===== src/rtl/i2s_rx_deser_pkg.sv =====
`default_nettype none
// ============================================================================
//  Module      : i2s_rx_deser_pkg
//  Description : Shared audio package. Holds the I2S receiver FSM encoding,
//                the bit-counter saturation constant, the common sample type
//                and a saturating counter helper.
//  Revision    : 1.0 - initial release
// ============================================================================
package i2s_rx_deser_pkg;

    // Receiver FSM encoding
    localparam int unsigned        STATE_W  = 2;
    localparam logic [STATE_W-1:0] ST_SEEK  = 2'd0;
    localparam logic [STATE_W-1:0] ST_LEFT  = 2'd1;
    localparam logic [STATE_W-1:0] ST_RIGHT = 2'd2;

    // Per-word bit counter: wide enough for a 64-bit slot, saturates at 63
    localparam int unsigned      CNT_W   = 6;
    localparam logic [CNT_W-1:0] CNT_SAT = 6'd63;

    // Sample width type shared with downstream filter blocks
    localparam int unsigned SAMPLE_W = 16;
    typedef logic [SAMPLE_W-1:0] sample_t;

    function automatic logic [CNT_W-1:0] cnt_inc(input logic [CNT_W-1:0] cnt);
        return (cnt == CNT_SAT) ? cnt : cnt + 6'd1;
    endfunction

endpackage : i2s_rx_deser_pkg
`default_nettype wire


===== src/rtl/sync_bit.sv =====
`default_nettype none
// ============================================================================
//  Module      : sync_bit
//  Description : STAGES-deep single-bit synchronizer into the clk domain.
//  Ports       : clk  - destination clock
//                rst  - asynchronous active-high reset, clears every stage
//                i_d  - asynchronous input bit
//                o_q  - synchronized output bit
//  Revision    : 1.0 - initial release
// ============================================================================
module sync_bit #(
    parameter int STAGES = 2
) (
    input  logic clk,
    input  logic rst,
    input  logic i_d,
    output logic o_q
);

    generate
        if (STAGES <= 1) begin : g_single
            logic r_q;
            always_ff @(posedge clk or posedge rst) begin
                if (rst) r_q <= 1'b0;
                else     r_q <= i_d;
            end
            assign o_q = r_q;
        end else begin : g_chain
            logic [STAGES-1:0] r_chain;
            always_ff @(posedge clk or posedge rst) begin
                if (rst) r_chain <= '0;
                else     r_chain <= {r_chain[STAGES-2:0], i_d};
            end
            assign o_q = r_chain[STAGES-1];
        end
    endgenerate

endmodule : sync_bit
`default_nettype wire


===== src/rtl/i2s_rx_deser.sv =====
`default_nettype none
// ============================================================================
//  Module      : i2s_rx_deser
//  Description : I2S ADC receiver. Oversamples the codec bit clock with MCLK,
//                deserializes left/right words (MSB first, one-bit WS delay)
//                and presents complete stereo pairs on LDATA/RDATA.
//  Ports       : MCLK      - sole clock, rising edge
//                RST       - asynchronous active-high reset
//                ABCLK     - codec bit clock (async, >= 4 MCLK per period)
//                ALRCLK    - word select, 0 = left, 1 = right
//                ADATA     - serial data
//                LDATA     - last complete left sample
//                RDATA     - last complete right sample
//                FSCLK     - one-cycle pulse: new pair on LDATA/RDATA
//                LOCKED    - frame alignment acquired
//                FRAME_ERR - one-cycle pulse: word shorter than WIDTH ended
//  Revision    : 1.0 - initial release
// ============================================================================
module i2s_rx_deser #(
    parameter int WIDTH       = 16,
    parameter int SYNC_STAGES = 2
) (
    input  logic             MCLK,
    input  logic             RST,
    input  logic             ABCLK,
    input  logic             ALRCLK,
    input  logic             ADATA,
    output logic [WIDTH-1:0] LDATA,
    output logic [WIDTH-1:0] RDATA,
    output logic             FSCLK,
    output logic             LOCKED,
    output logic             FRAME_ERR
);

    import i2s_rx_deser_pkg::*;

    localparam logic [CNT_W-1:0] c_width    = CNT_W'(WIDTH);
    localparam logic [CNT_W-1:0] c_width_m1 = CNT_W'(WIDTH - 1);

    logic             w_bclk_s;
    logic             w_ws_s;
    logic             w_data_s;
    logic             w_rise;
    logic             w_boundary;
    logic             w_short;
    logic [WIDTH-1:0] w_shift_next;
    logic [WIDTH-1:0] w_word;

    logic               r_bclk_d;
    logic               r_ws_d;
    logic [STATE_W-1:0] r_state;
    logic [CNT_W-1:0]   r_cnt;
    logic [WIDTH-1:0]   r_shift;
    logic [WIDTH-1:0]   r_hold;
    logic [WIDTH-1:0]   r_ldata;
    logic [WIDTH-1:0]   r_rdata;
    logic               r_pair_done;
    logic               r_fsclk;
    logic               r_locked;
    logic               r_frame_err;

    sync_bit #(.STAGES(SYNC_STAGES)) u_sync_bclk (
        .clk (MCLK), .rst (RST), .i_d (ABCLK),  .o_q (w_bclk_s)
    );
    sync_bit #(.STAGES(SYNC_STAGES)) u_sync_ws (
        .clk (MCLK), .rst (RST), .i_d (ALRCLK), .o_q (w_ws_s)
    );
    sync_bit #(.STAGES(SYNC_STAGES)) u_sync_data (
        .clk (MCLK), .rst (RST), .i_d (ADATA),  .o_q (w_data_s)
    );

    assign w_rise       = w_bclk_s & ~r_bclk_d;
    assign w_boundary   = w_ws_s ^ r_ws_d;
    assign w_shift_next = {r_shift[WIDTH-2:0], w_data_s};
    // The bit on the boundary rise is the LSB of the ending word: it is part
    // of the word only while fewer than WIDTH bits have been collected.
    assign w_word       = (r_cnt < c_width) ? w_shift_next : r_shift;
    // r_cnt excludes the boundary bit, so the word length is r_cnt + 1.
    assign w_short      = (r_cnt < c_width_m1);

    always_ff @(posedge MCLK or posedge RST) begin
        if (RST) begin
            r_bclk_d    <= 1'b0;
            r_ws_d      <= 1'b0;
            r_state     <= ST_SEEK;
            r_cnt       <= '0;
            r_shift     <= '0;
            r_hold      <= '0;
            r_ldata     <= '0;
            r_rdata     <= '0;
            r_pair_done <= 1'b0;
            r_fsclk     <= 1'b0;
            r_locked    <= 1'b0;
            r_frame_err <= 1'b0;
        end else begin
            r_bclk_d    <= w_bclk_s;
            r_pair_done <= 1'b0;
            // FSCLK trails the data update by one cycle so LDATA/RDATA are
            // already stable when the pulse is seen.
            r_fsclk     <= r_pair_done;
            r_frame_err <= 1'b0;

            if (w_rise) begin
                r_ws_d <= w_ws_s;
                if (w_boundary) begin
                    r_cnt   <= '0;
                    r_shift <= '0;
                    case (r_state)
                        ST_SEEK: begin
                            if (!w_ws_s) r_state <= ST_LEFT;
                        end
                        ST_LEFT: begin
                            if (w_short) begin
                                r_frame_err <= 1'b1;
                                r_locked    <= 1'b0;
                                r_state     <= ST_SEEK;
                            end else begin
                                r_hold  <= w_word;
                                r_state <= ST_RIGHT;
                            end
                        end
                        ST_RIGHT: begin
                            if (w_short) begin
                                r_frame_err <= 1'b1;
                                r_locked    <= 1'b0;
                                r_state     <= ST_SEEK;
                            end else begin
                                r_ldata     <= r_hold;
                                r_rdata     <= w_word;
                                r_pair_done <= 1'b1;
                                r_locked    <= 1'b1;
                                r_state     <= ST_LEFT;
                            end
                        end
                        default: r_state <= ST_SEEK;
                    endcase
                end else begin
                    r_cnt <= cnt_inc(r_cnt);
                    if (r_cnt < c_width) r_shift <= w_shift_next;
                end
            end
        end
    end

    assign LDATA     = r_ldata;
    assign RDATA     = r_rdata;
    assign FSCLK     = r_fsclk;
    assign LOCKED    = r_locked;
    assign FRAME_ERR = r_frame_err;

endmodule : i2s_rx_deser
`default_nettype wire


===== config.mk =====
export PLATFORM = sky130hd
export DESIGN_NAME = i2s_rx_deser
export DESIGN_NICKNAME = d
export VERILOG_FILES = /design/src/rtl/i2s_rx_deser_pkg.sv /design/src/rtl/sync_bit.sv /design/src/rtl/i2s_rx_deser.sv
export SDC_FILE = /design/constraint.sdc
export NUM_CORES = 1
export LEC_CHECK = 0
export CAP_MARGIN = 20
export CORE_ASPECT_RATIO = 0.7
export CORE_MARGIN = 2
export CORE_UTILIZATION = 29
export CTS_BUF_LIST = sky130_fd_sc_hd__clkbuf_8
export DETAILED_ROUTE_END_ITERATION = 8
export GPL_ROUTABILITY_DRIVEN = 0
export PLACE_DENSITY = 0.58
export SYNTH_ARGS = -nofsm -noshare
export SYNTH_HDL_FRONTEND = slang
export SYNTH_HIERARCHICAL = 1
export SYNTH_SLANG_ARGS = --single-unit

===== constraint.sdc =====
create_clock -name MCLK -period 2.19 [get_ports MCLK]
set_clock_uncertainty 0.15 [all_clocks]
set_input_delay 0.219 -clock MCLK [delete_from_list [all_inputs] [get_ports MCLK]]
set_output_delay 0.219 -clock MCLK [all_outputs]
set_load 0.01 [all_outputs]

==> flow_metrics.env <==
export IMPL_status="complete, no violations"
export IMPL_dp_cells=433
export IMPL_synth_top_cell_by_area="dfrtp_1"
export IMPL_grt_pass1_wl_mm=11.3
export IMPL_die_area_um2=13200
export IMPL_min_period_over_period=0.947
export IMPL_crit_fanout=8
export IMPL_num_antenna_cells=0
export IMPL_final_cells=451
export IMPL_p_total_mw=3.13
export IMPL_setup_worst_path_end_class="flop"
export IMPL_synth_mux_area_frac=0.221
export IMPL_worstPathArrival_ps=2180
export IMPL_synthAdderAreaFrac=0.0175
export IMPL_drc=0
export IMPL_clk_latency_ps=370
export IMPL_holdCritStartpoint="ALRCLK"
export IMPL_cts_sinks=84
export IMPL_path_buf_inv=1
export IMPL_avgSynthCellArea_um2=14.9
export IMPL_cap_violations=0
export IMPL_cts_tree="yes"
export IMPL_vias=2052
export IMPL_tightest_slew_ps=359
export IMPL_cts_buffers=9
export IMPL_ff2ff_path_depth=5
export IMPL_critPathSlowestCell="a311o_4"
export IMPL_fin_nets=299
export IMPL_use_met3=0.0435
export IMPL_critical_path_top_delay_family="compound AO/OA/AOI/OAI gates"
export IMPL_crit_path_start="r_cnt[0]"
export IMPL_track_usage=0.112
export IMPL_post_route_util=0.371
export IMPL_finalSetupTns_ps=0
export IMPL_final_area_um2=4390
export IMPL_ctsResizeCount=0
export IMPL_first_global_vias=2169
export IMPL_die_y_um=96.8
export IMPL_synth_top_family_by_area="multiplexers"
export IMPL_synth_most_common_cell="dfrtp_1"
export IMPL_r2r_end="LDATA[8]"
export IMPL_use_met1=0.162
export IMPL_pre_cts_ws_ps=132
export IMPL_drt_initial_drc_count=88
export IMPL_grt_ovfl_total=0
export IMPL_dp_final_hpwl_mm=4.52
export IMPL_async_flop_share=1.00
export IMPL_path_clk_slew_ps=90
export IMPL_htreeDepth=3
export IMPL_leakagePower_nw=2.12
export IMPL_placementRows=33
export IMPL_synth_top_area_frac=0.589
export IMPL_crit_required_ps=2290
export IMPL_cellPowerDensity_nw_per_um2=713
export IMPL_num_io_pins=40
export IMPL_slew_viol_final=0
export IMPL_drt_first_pass_iters=4
export IMPL_yosys_top_cells_area="dfrtp_1 59%, mux2_2 16%, mux2_4 4.2%"
export IMPL_cts_root_buf="clkbuf_8"
export IMPL_synth_ff_type="dfrtp_1"
export IMPL_synth_xor_area_frac=0.00702
export IMPL_cpPeakStageDelay_ps=460
export IMPL_grt_use_met2=0.153
export IMPL_synthSimpleGateAreaFrac=0.0438
export IMPL_drt_wirelength_per_cell_um=14.8
export IMPL_yosysWarnings=6
export IMPL_syn_inst=239
export IMPL_coreArea_um2=11900
export IMPL_setup_viol=0
export IMPL_synth_cell_types=42
export IMPL_start_kind="flop"
export IMPL_synthTopCellsByCount="84 x dfrtp_1, 52 x mux2_2, 16 x a22o_1"
export IMPL_min_path_type="in2reg"
export IMPL_syn_nets=249
export IMPL_setup_slack_ps=116
export IMPL_fmax_mhz=482
export IMPL_ant_nets=0
export IMPL_crit_type="reg2reg"
export IMPL_slew_headroom=0.760
export IMPL_busiest_layer="met1"
export IMPL_min_period_ps=2070
export IMPL_start_util=0.301
export IMPL_r2r_start="r_cnt[0]"
export IMPL_routed_wl_mm=6.68
export IMPL_synth_compound_area_frac=0.0807
export IMPL_min_delay_path_depth=1
export IMPL_placed_cell_area_um2=4150
export IMPL_cp_cell_sequence="ha_1 -> a311o_4 -> nand4_4 -> buf_4 -> mux2_2"
export IMPL_grt_start_max_net_pins=27
export IMPL_syn_area_um2=3570
export IMPL_syn_to_final_growth_pct=23.1
export IMPL_holdPathEnd="u_sync_ws/g_chain.r_chain[0]"
export IMPL_vdd_drop_max_v=0.000342
export IMPL_portBuffers=39
export IMPL_cts_buffer_depth=2
export IMPL_antenna_found_initial=0
export IMPL_ys_seq_area_frac=0.589
export IMPL_rsz0062_at_grt="false"
export IMPL_synth_seq_cells=84
export IMPL_worst_hold_slack_ps=142
export IMPL_post_route_cells_drive_above_1_share=0.337
export IMPL_die_w_um=137
export IMPL_ff2ff_setup_slack_ps=120
export IMPL_finalHoldViolations=0
export IMPL_avgViaCountPerCell=4.55
export IMPL_synth_edf_count=0
==> layout by cell type, fill, tap and decap left out, drive strengths merged, types with 3 or more instances in the layout <==
cell type and n:
clkbuf 9, nand2 4, mux2 64, nand2b 3
mux2i 3, inv 11, ha 5, clkdlybuf4s50 39
clkinv 3, a22o 16, dfrtp 84, buf 11
a21oi 5, o21ai 4, and4 3, nor2 4
==> how the worst max path moves through the flow <==
stage | endpoint | cells after the start | slack [ps]
after floorplan | r_hold[0] | 7 | 20
after global placement | LDATA[13] | 5 | 150
after detailed placement | LDATA[8] | 5 | 130
after CTS | LDATA[8] | 5 | 110
after global routing | LDATA[14] | 5 | 60
final | LDATA[8] | 5 | 120
==> area by class of cell <==
class | instances | area, um^2
timing repair buffer | 51 | 508
clock buffer | 9 | 124
inverter | 10 | 43.8
tap | 157 | 196
clock inverter | 7 | 98.8
multi-input combinational | 133 | 1320
sequential | 84 | 2100
fill | 1124 | 7460
==> state kept, by name, summed over array words and instances (netlist names) <==
register,flops
r_cnt,6
FSCLK,1
u_sync_data/g_chain.r_chain,2
r_ws_d,1
RDATA,16
LOCKED,1
r_pair_done,1
r_bclk_d,1
r_hold,16
FRAME_ERR,1
r_shift,16
LDATA,16
u_sync_ws/g_chain.r_chain,2
r_state,2
u_sync_bclk/g_chain.r_chain,2
==> per-layer routing <==
metal | wire [um] | vias up
met2 | 2770 | 57
met1 | 3430 | 1030
met5 | 0 | -
met4 | 60 | 0
li1 | - | 960
met3 | 417 | 5
==> worst register-to-register path, stage by stage, from the launching register on <==
cell and delay [ps]:
dfrtp_1 450, ha_1 250, a311o_4 460, nand4_4 130, buf_4 190, mux2_2 350
==> what timing repair did <==
| action | 4_1_cts | 5_1_grt |
|---|---|---|
| hold endpoints to repair | 2 | 0 |
| setup buffers | 0 | 0 |
| hold buffers | 1 | 0 |
==> where the power goes <==
group          total [mW]  switching [mW]  internal [mW]  leakage (nW)
Clock                1.24           0.592          0.652         0.115
Combinational       0.248           0.137          0.110         0.853
Sequential           1.64          0.0494           1.59          1.15
Total                3.13           0.779           2.35          2.12
==> logic make-up (layout without fill, tap and decap cells) <==
group,after synthesis,after routing
flops,84,84
xor+xnor,2,2
buf+inv,22,77
mux,67,67
fa+ha+maj,5,5
simple gates,23,23
compound gates,36,36
Power figures use the tool's default switching activity.
